===== config.mk =====
export PLATFORM = sky130hd
export DESIGN_NAME = ring_freq_counter
export DESIGN_NICKNAME = d
export VERILOG_FILES = /design/src/rtl/ring_freq_counter.sv
export SDC_FILE = /design/constraint.sdc
export NUM_CORES = 1
export LEC_CHECK = 0
export ABC_AREA = 1
export BUFFER_PORTS_ARGS = -buffer_cell sky130_fd_sc_hd__clkbuf_2
export CORE_UTILIZATION = 51
export DETAILED_ROUTE_END_ITERATION = 8
export PLACE_DENSITY = 0.76
export SKIP_CTS_REPAIR_TIMING = 1
export SLEW_MARGIN = 20
export SYNTH_ARGS = -nofsm -noshare
export SYNTH_HDL_FRONTEND = slang
export SYNTH_SLANG_ARGS = --single-unit

===== constraint.sdc =====
create_clock -name clk -period 1.7 [get_ports clk]
set_input_delay 0.51 -clock clk [delete_from_list [all_inputs] [get_ports clk]]
set_output_delay 0.51 -clock clk [all_outputs]
set_load 0.05 [all_outputs]

===== src/rtl/ring_freq_counter.sv =====
// ring_freq_counter
//   Counts the rising edges of a ring oscillator during a gate window of
//   GATE_CYCLES system clocks. Each result is published as an 8-bit count that
//   saturates at 255.
//
//   Ports:
//     clk     in   system clock; all state changes on posedge
//     rst     in   asynchronous, active-high reset
//     en      in   measurement enable, synchronous to clk
//     ring_in in   raw ring-oscillator output, asynchronous to clk
//     bin     out  edge count of the last completed window (saturating)
//     valid   out  one-cycle pulse when bin and ovf update
//     ovf     out  last completed window saturated
//
//   Optional build macro FREQ_CNT_STICKY_OVF_EN:
//     defined   : ovf is sticky across windows and is cleared by rst or by
//                 entering IDLE.
//     undefined : ovf is rewritten at every latch.
module ring_freq_counter #(
  parameter int GATE_CYCLES = 50000,
  parameter int GATE_W      = 16,
  parameter int SYNC_STAGES = 2
) (
  input  logic       clk,
  input  logic       rst,
  input  logic       en,
  input  logic       ring_in,
  output logic [7:0] bin,
  output logic       valid,
  output logic       ovf
);

  typedef enum logic [1:0] {
    IDLE  = 2'd0,
    COUNT = 2'd1,
    LATCH = 2'd2
  } state_t;

  localparam logic [GATE_W-1:0] GATE_LAST = GATE_W'(GATE_CYCLES - 1);

  // Saturating 8-bit increment.
  function automatic logic [7:0] sat_inc(input logic [7:0] cnt, input logic inc);
    if (inc && (cnt != 8'hFF)) begin
      sat_inc = cnt + 8'd1;
    end else begin
      sat_inc = cnt;
    end
  endfunction

  state_t                 state_q, state_d;
  logic [SYNC_STAGES-1:0] sync_q, sync_d;
  logic                   prev_q, prev_d;
  logic [GATE_W-1:0]      gate_q, gate_d;
  logic [7:0]             edge_q, edge_d;
  logic                   sat_q, sat_d;
  logic [7:0]             bin_q, bin_d;
  logic                   ovf_q, ovf_d;
  logic                   valid_q, valid_d;

  logic                   rise;
  logic [7:0]             edge_cnt;
  logic                   sat_cnt;

  always_comb begin
    sync_d   = {sync_q[SYNC_STAGES-2:0], ring_in};
    prev_d   = sync_q[SYNC_STAGES-1];
    rise     = sync_q[SYNC_STAGES-1] & ~prev_q;
    // Count and saturation as they stand including this cycle's rise, so a
    // rise on the final gate cycle still reaches the published result.
    edge_cnt = sat_inc(edge_q, rise);
    sat_cnt  = sat_q | (rise & (edge_q == 8'hFF));

    state_d  = state_q;
    gate_d   = gate_q;
    edge_d   = edge_q;
    sat_d    = sat_q;
    bin_d    = bin_q;
    ovf_d    = ovf_q;
    valid_d  = 1'b0;

    case (state_q)
      IDLE: begin
        gate_d = '0;
        edge_d = '0;
        sat_d  = 1'b0;
        if (en) begin
          state_d = COUNT;
        end
      end

      COUNT: begin
        if (!en) begin
          // Abort: drop the partial window, keep the last published result.
          state_d = IDLE;
          gate_d  = '0;
          edge_d  = '0;
          sat_d   = 1'b0;
`ifdef FREQ_CNT_STICKY_OVF_EN
          ovf_d   = 1'b0;
`endif
        end else begin
          edge_d = edge_cnt;
          sat_d  = sat_cnt;
          gate_d = gate_q + 1'b1;
          if (gate_q == GATE_LAST) begin
            // Result registers load on the edge entering LATCH, so bin/ovf and
            // the valid pulse all appear together during the LATCH cycle.
            state_d = LATCH;
            bin_d   = edge_cnt;
            valid_d = 1'b1;
`ifdef FREQ_CNT_STICKY_OVF_EN
            ovf_d   = ovf_q | sat_cnt;
`else
            ovf_d   = sat_cnt;
`endif
          end
        end
      end

      LATCH: begin
        // Dead cycle: any rise seen here is discarded by the clear.
        gate_d = '0;
        edge_d = '0;
        sat_d  = 1'b0;
        if (en) begin
          state_d = COUNT;
        end else begin
          state_d = IDLE;
`ifdef FREQ_CNT_STICKY_OVF_EN
          ovf_d   = 1'b0;
`endif
        end
      end

      default: begin
        state_d = IDLE;
        gate_d  = '0;
        edge_d  = '0;
        sat_d   = 1'b0;
      end
    endcase
  end

  always_ff @(posedge clk or posedge rst) begin
    if (rst) begin
      state_q <= IDLE;
      sync_q  <= '0;
      prev_q  <= 1'b0;
      gate_q  <= '0;
      edge_q  <= '0;
      sat_q   <= 1'b0;
      bin_q   <= '0;
      ovf_q   <= 1'b0;
      valid_q <= 1'b0;
    end else begin
      state_q <= state_d;
      sync_q  <= sync_d;
      prev_q  <= prev_d;
      gate_q  <= gate_d;
      edge_q  <= edge_d;
      sat_q   <= sat_d;
      bin_q   <= bin_d;
      ovf_q   <= ovf_d;
      valid_q <= valid_d;
    end
  end

  assign bin   = bin_q;
  assign valid = valid_q;
  assign ovf   = ovf_q;

endmodule


# Yosys cells after proc, flatten, opt, wreduce, memory -nomap -nowiden
# Index checks and enable logic that the tools add are counted.
# totals
mem_count,0
reg_bits,40
wordCells,41
latch_bits,0
mem_bits_rw,0
in_bits,4
romBits,0
# classes
div,0
addsub,2
mul,0
eq_ne,7
shifts,0
n_mux,15
order_cmp,0
n_reduce_logical,4
bitwise,4
# ops
cell,n
16-bit 2-to-1 mux,2
8-bit 2-to-1 mux,3
16-bit by 1-bit adder with 16-bit output (second input constant),1
16-bit == test (second input constant),1
8-bit by 1-bit adder with 8-bit output (second input constant),1
8-bit == test (second input constant),1
8-bit != test (second input constant),1
1-bit 2-to-1 mux,6
2-bit 2-to-1 mux,3
2-bit case mux with 3 select lines,1
3-bit != test (second input constant),1
3-bit AND reduction,1
1-bit bitwise AND,2
2-bit by 1-bit == test with 1-bit output (second input constant),1
2-bit == test (second input constant),1
2-bit zero test,1
2-bit != test (second input constant),1
2-bit AND reduction,1
1-bit logical AND,1
1-bit inverter,1
1-bit bitwise OR,1

# Longest topological paths before layout
# logic_depth
depth_word,6
mapped_depth,9

# Least setup slack after synthesis
# Ideal clock, no wire load.
# synth_timing
path_kind,register -> register
from,register gate_q[0]
to,register bin_q[6] (netlist: bin[6])
stages_incl_launch_ff,8
t_required_ps,1578
setup_ps,122
setup_slack_ps,342
period_less_slack_ps,1358
arrival_time_ps,1235
path_cell_list,dfrtp_1 ha_1 nand3_4 nor2_4 nand3_2 buf_6 nand2_1 o21ai_1
# synth_between
elab_chain_cells,2
# synth_rtl
element,line,rtl
start: declaration,53,"logic [GATE_W-1:0] gate_q, gate_d;"
start signal: assignment,159,gate_q <= gate_d;
16-bit == test,105,if (gate_q == GATE_LAST) begin
3-bit AND reduction (no source line),-,
end signal: assignment,162,bin_q <= bin_d;
end: declaration,56,"logic [7:0] bin_q, bin_d;"
# Every way passes these cells.
# A chain may end at the register's enable or synchronous reset.

# Worst setup path in the final report
# layout_timing
from,register gate_q[0]
to,register ovf_q (netlist: ovf)
# layout_between
elab_chain_cells,2
# layout_rtl
element,line,rtl
16-bit == test,105,
3-bit AND reduction (no source line),-,
end signal: assignment,163,ovf_q <= ovf_d;
end: declaration,57,"logic ovf_q, ovf_d;"
# Every way passes these cells.

==> results by group <==
Floorplanning
  • Chip Height: between 60 and 70 um
  • Io pins: 14
  • Row count: 22
  • Initial core utilization: a little over half
  • Core area: between 3000 and 4000 um^2
  • Die area: 4269 um^2
  • Die width: between 60 and 70 um

Outcome
  • Status: complete, no violations

Critical path
  • Worst R2R Path Depth: 6
  • CP Launch Type: register
  • Capture point of the worst reg-to-reg path: ovf$_DFFE_PP0P_
  • Crit Path Max Fanout: 11
  • Worst r2r src: gate_q[0]$_DFF_PP0_
  • CP arrival: 1.72 ns
  • Crit Path Category: register to register
  • Reg2Reg Setup Slack: around 0.17 ns
  • CP required: 1.88 ns
  • Crit. End Element: register

STA
  • Endpoints failing setup: 0
  • Worst clock skew: 0.007861 ns
  • Max Clock Freq: 652.1 MHz
  • Slew headroom: between 70% and 80%
  • Final Hold Fails: 0
  • RSZ-0062 raised after global routing: false
  • Final Max Slew Viols: 0
  • Worst-Margin Slew: around 0.36 ns
  • Setup TNS: 0 ns
  • Clock period minus final worst setup slack: 1.533 ns
  • Period utilization: ~90%

Clock tree
  • TritonCTS clock tree: built
  • Longest Clk Path Bufs: 2
  • Clk_lat worst skew: 0.30 ns
  • CTS Buf Count: 5
  • Root Driver: clkbuf_8
  • CTS sink cnt: 40
  • Htree depth: 2
  • Clock-pin slew reported for the worst setup and hold paths after clock tree synthesis: 0.08 ns

Yosys
  • XOR/XNOR Fraction of Synth Area: 0.8563%
  • Post-Synth Simple-Gate Area: 36.02%
  • Combinational family with the most area after synthesis: simple AND/OR/NAND/NOR gates
  • Mapped Cells: 252
  • Synth warnings: 0
  • Number of synthesized flops with an enable pin: 0
  • Top FF cell, synth: dfrtp_1
  • #FFs+latches synth: 40
  • Syn Area/Cell: 8.118 um^2
  • Adder-Cell Fraction of Synth Area: 1.223%
  • Syn Nets: 258
  • Mapped Area: ~2000 um^2
  • Yosys cell types: 32
  • Async SR Flop Fraction: 100.0%
  • Multiplexer share of the synthesized area: 0%
  • Complex-gate fraction of the synthesized area: slightly below 6%
  • Sequential fraction of the synthesis area: 48.93%

GRT
  • Vias in the first global route: 1600
  • Total track usage: 20.70%
  • Largest net degree at the start of global routing: 41
  • Initial antenna violation count: 0
  • GR Overflow Total: 0
  • First-pass GRT wire length: about 6700 um

Layout
  • Area grow syn2layout: 12.29%
  • Multi-input gate area: 900.9 um^2
  • Share of layout cells above drive strength 1: 18.08%
  • Final net count: 276
  • ANT cells: 0
  • Filler Cell Count: around 350
  • Seq. cell area: 1001 um^2

Detailed routing
  • Met2 wire len: 1776 um
  • Drt wl/cell: 11.57 um
  • Vias: between 1500 and 2000
  • Met3 routed WL: 129 um
  • Average vias per placed instance: roughly 5.1
  • WL final: 3691 um
  • Remaining DRCs: 0
  • M1 WL: 1746 um
  • Max layer used: met4
  • DR pass1 iterations: 4
  • Remaining antenna violation count after routing: 0
  • Starting DRT DRC Count: 104

Pwr
  • Total power: around 1.9 mW
  • Maximum VDD drop: 0.0005110 V
  • Sw Ratio: 20.28%
  • Clock share of power: 45.1%
  • Leakage power: 1.142 nW
  • Logic pwr share: 3.4%
  • P_int: 1.495 mW
  • Sequential Power Share: 51.5%
  • Switch Pwr: 0.3804 mW
  • PD cells: 816.4 nW/um^2

Run
  • Max cap viols: 0

Place
  • Placer congestion estimate: 0.8342
  • Input/output buffers: 13
  • DPL Wire Length: 2692 um

Worst hold path
  • Hold Path Class: primary input to asynchronous set/reset pin
final cells by class:
class / instances / share of cell area, %
Clock inverter: 1 / 1.307
Tap cell: 48 / 2.614
Multi-Input combinational cell: 177 / 39.22
Clock buffer: 7 / 4.194
Sequential cell: 40 / 43.57
Timing Repair Buffer: 15 / 4.031
Inverter: 31 / 5.065
worst max-delay path, cell delays in order, from the launching register on:
cell and delay, ns:
dfrtp_1 0.45, ha_1 0.27, nand3_4 0.14, nor2_4 0.15
nand3_2 0.22, nand2_1 0.12, o21ai_1 0.06
worst max path at each step:
| stage | startpoint | endpoint | slack [ns] | cells past startpoint |
|---|---|---|---|---|
| 4_1_cts | gate_q[0]$_DFF_PP0_ | ovf$_DFFE_PP0P_ | 0.13 | 6 |
| 2_1_floorplan | rst | bin[0]$_DFFE_PP0P_ | 0.27 | 1 |
| 3_3_place_gp | gate_q[0]$_DFF_PP0_ | ovf$_DFFE_PP0P_ | 0.17 | 6 |
| 3_5_place_dp | gate_q[0]$_DFF_PP0_ | ovf$_DFFE_PP0P_ | 0.13 | 6 |
| 5_1_grt | gate_q[0]$_DFF_PP0_ | gate_q[12]$_DFF_PP0_ | 0.01 | 7 |
| 6_report | gate_q[0]$_DFF_PP0_ | ovf$_DFFE_PP0P_ | 0.17 | 6 |
logic make-up (layout without fill, tap and decap cells):
kind of cell | after synthesis | in the layout
adders and majority gates | 2 | 2
and+or+nand+nor | 151 | 151
xor gates and xnor gates | 2 | 2
buffers and inverters | 35 | 54
DFF | 40 | 40
AOI/OAI and AO/OA | 22 | 22
cells in the final DEF, fill, tap and decap left out, drive strengths merged, types with 2 or more instances in the layout:
cell,count
nand4,7
buf,2
dfrtp,40
ha,2
a21oi,11
clkbuf,20
nor3,5
inv,30
nor2,38
o21ai,8
nand3,17
nand2,82
stage by stage:
step / cells / setup slack, ns / instance area, um^2 / hold slack (ns) / utilization, %
6_report: 319 / 0.1666 / 2297 / 0.2343 / 61.36
5_1_grt: 319 / 0.01364 / 2297 / 0.2521 / 61.36
4_1_cts: 319 / 0.1254 / 2297 / 0.2380 / 61.36
3_5_place_dp: 311 / 0.1317 / 2171 / 0.3347 / 57.99
3_3_place_gp: 311 / 0.1691 / 2171 / 0.3337 / 57.99
2_1_floorplan: 252 / 0.2724 / 2046 / 0.3312 / -
synth_stat cells, types with 2 or more instances:
cell | instances | area share (%)
nand2_1 | 74 | 14
dfrtp_1 | 40 | 49
nor2_1 | 31 | 5.7
inv_1 | 26 | 4.8
nand3_1 | 13 | 3.2
a21oi_1 | 11 | 2.7
nand4_1 | 7 | 2.1
nand2_2 | 6 | 1.8
inv_2 | 4 | 0.73
nor2_4 | 4 | 2.2
o21ai_0 | 4 | 0.98
o21ai_1 | 4 | 0.98
nand3_2 | 3 | 1.5
nor3_1 | 3 | 0.73
ha_1 | 2 | 1.2
nand2_4 | 2 | 1.1
nor2_2 | 2 | 0.61
nor3_2 | 2 | 0.98
power groups by stage:
stage	combinational [mW]	sequential, mW	clock [mW]
after floorplan	0.0444	0.983	0
after global placement	0.0669	0.984	0
after detailed placement	0.0670	0.984	0
after CTS	0.0673	0.965	0.869
after global routing	0.0747	0.966	0.899
final	0.0646	0.965	0.846
registers in the layout, summed over array words and instances, names as in the netlist:
signal,count
prev_q,1
bin,8
valid,1
sync_q,2
ovf,1
gate_q,16
state_q,2
edge_q,8
sat_q,1
layer usage:
layer  vias up  GRT usage, %
met1       754         25.11
met3         6         6.424
li1        826             -
met4         0         8.967
met5         -             0
met2        30         33.76
Note: power is estimated with default switching activity, not from simulation.
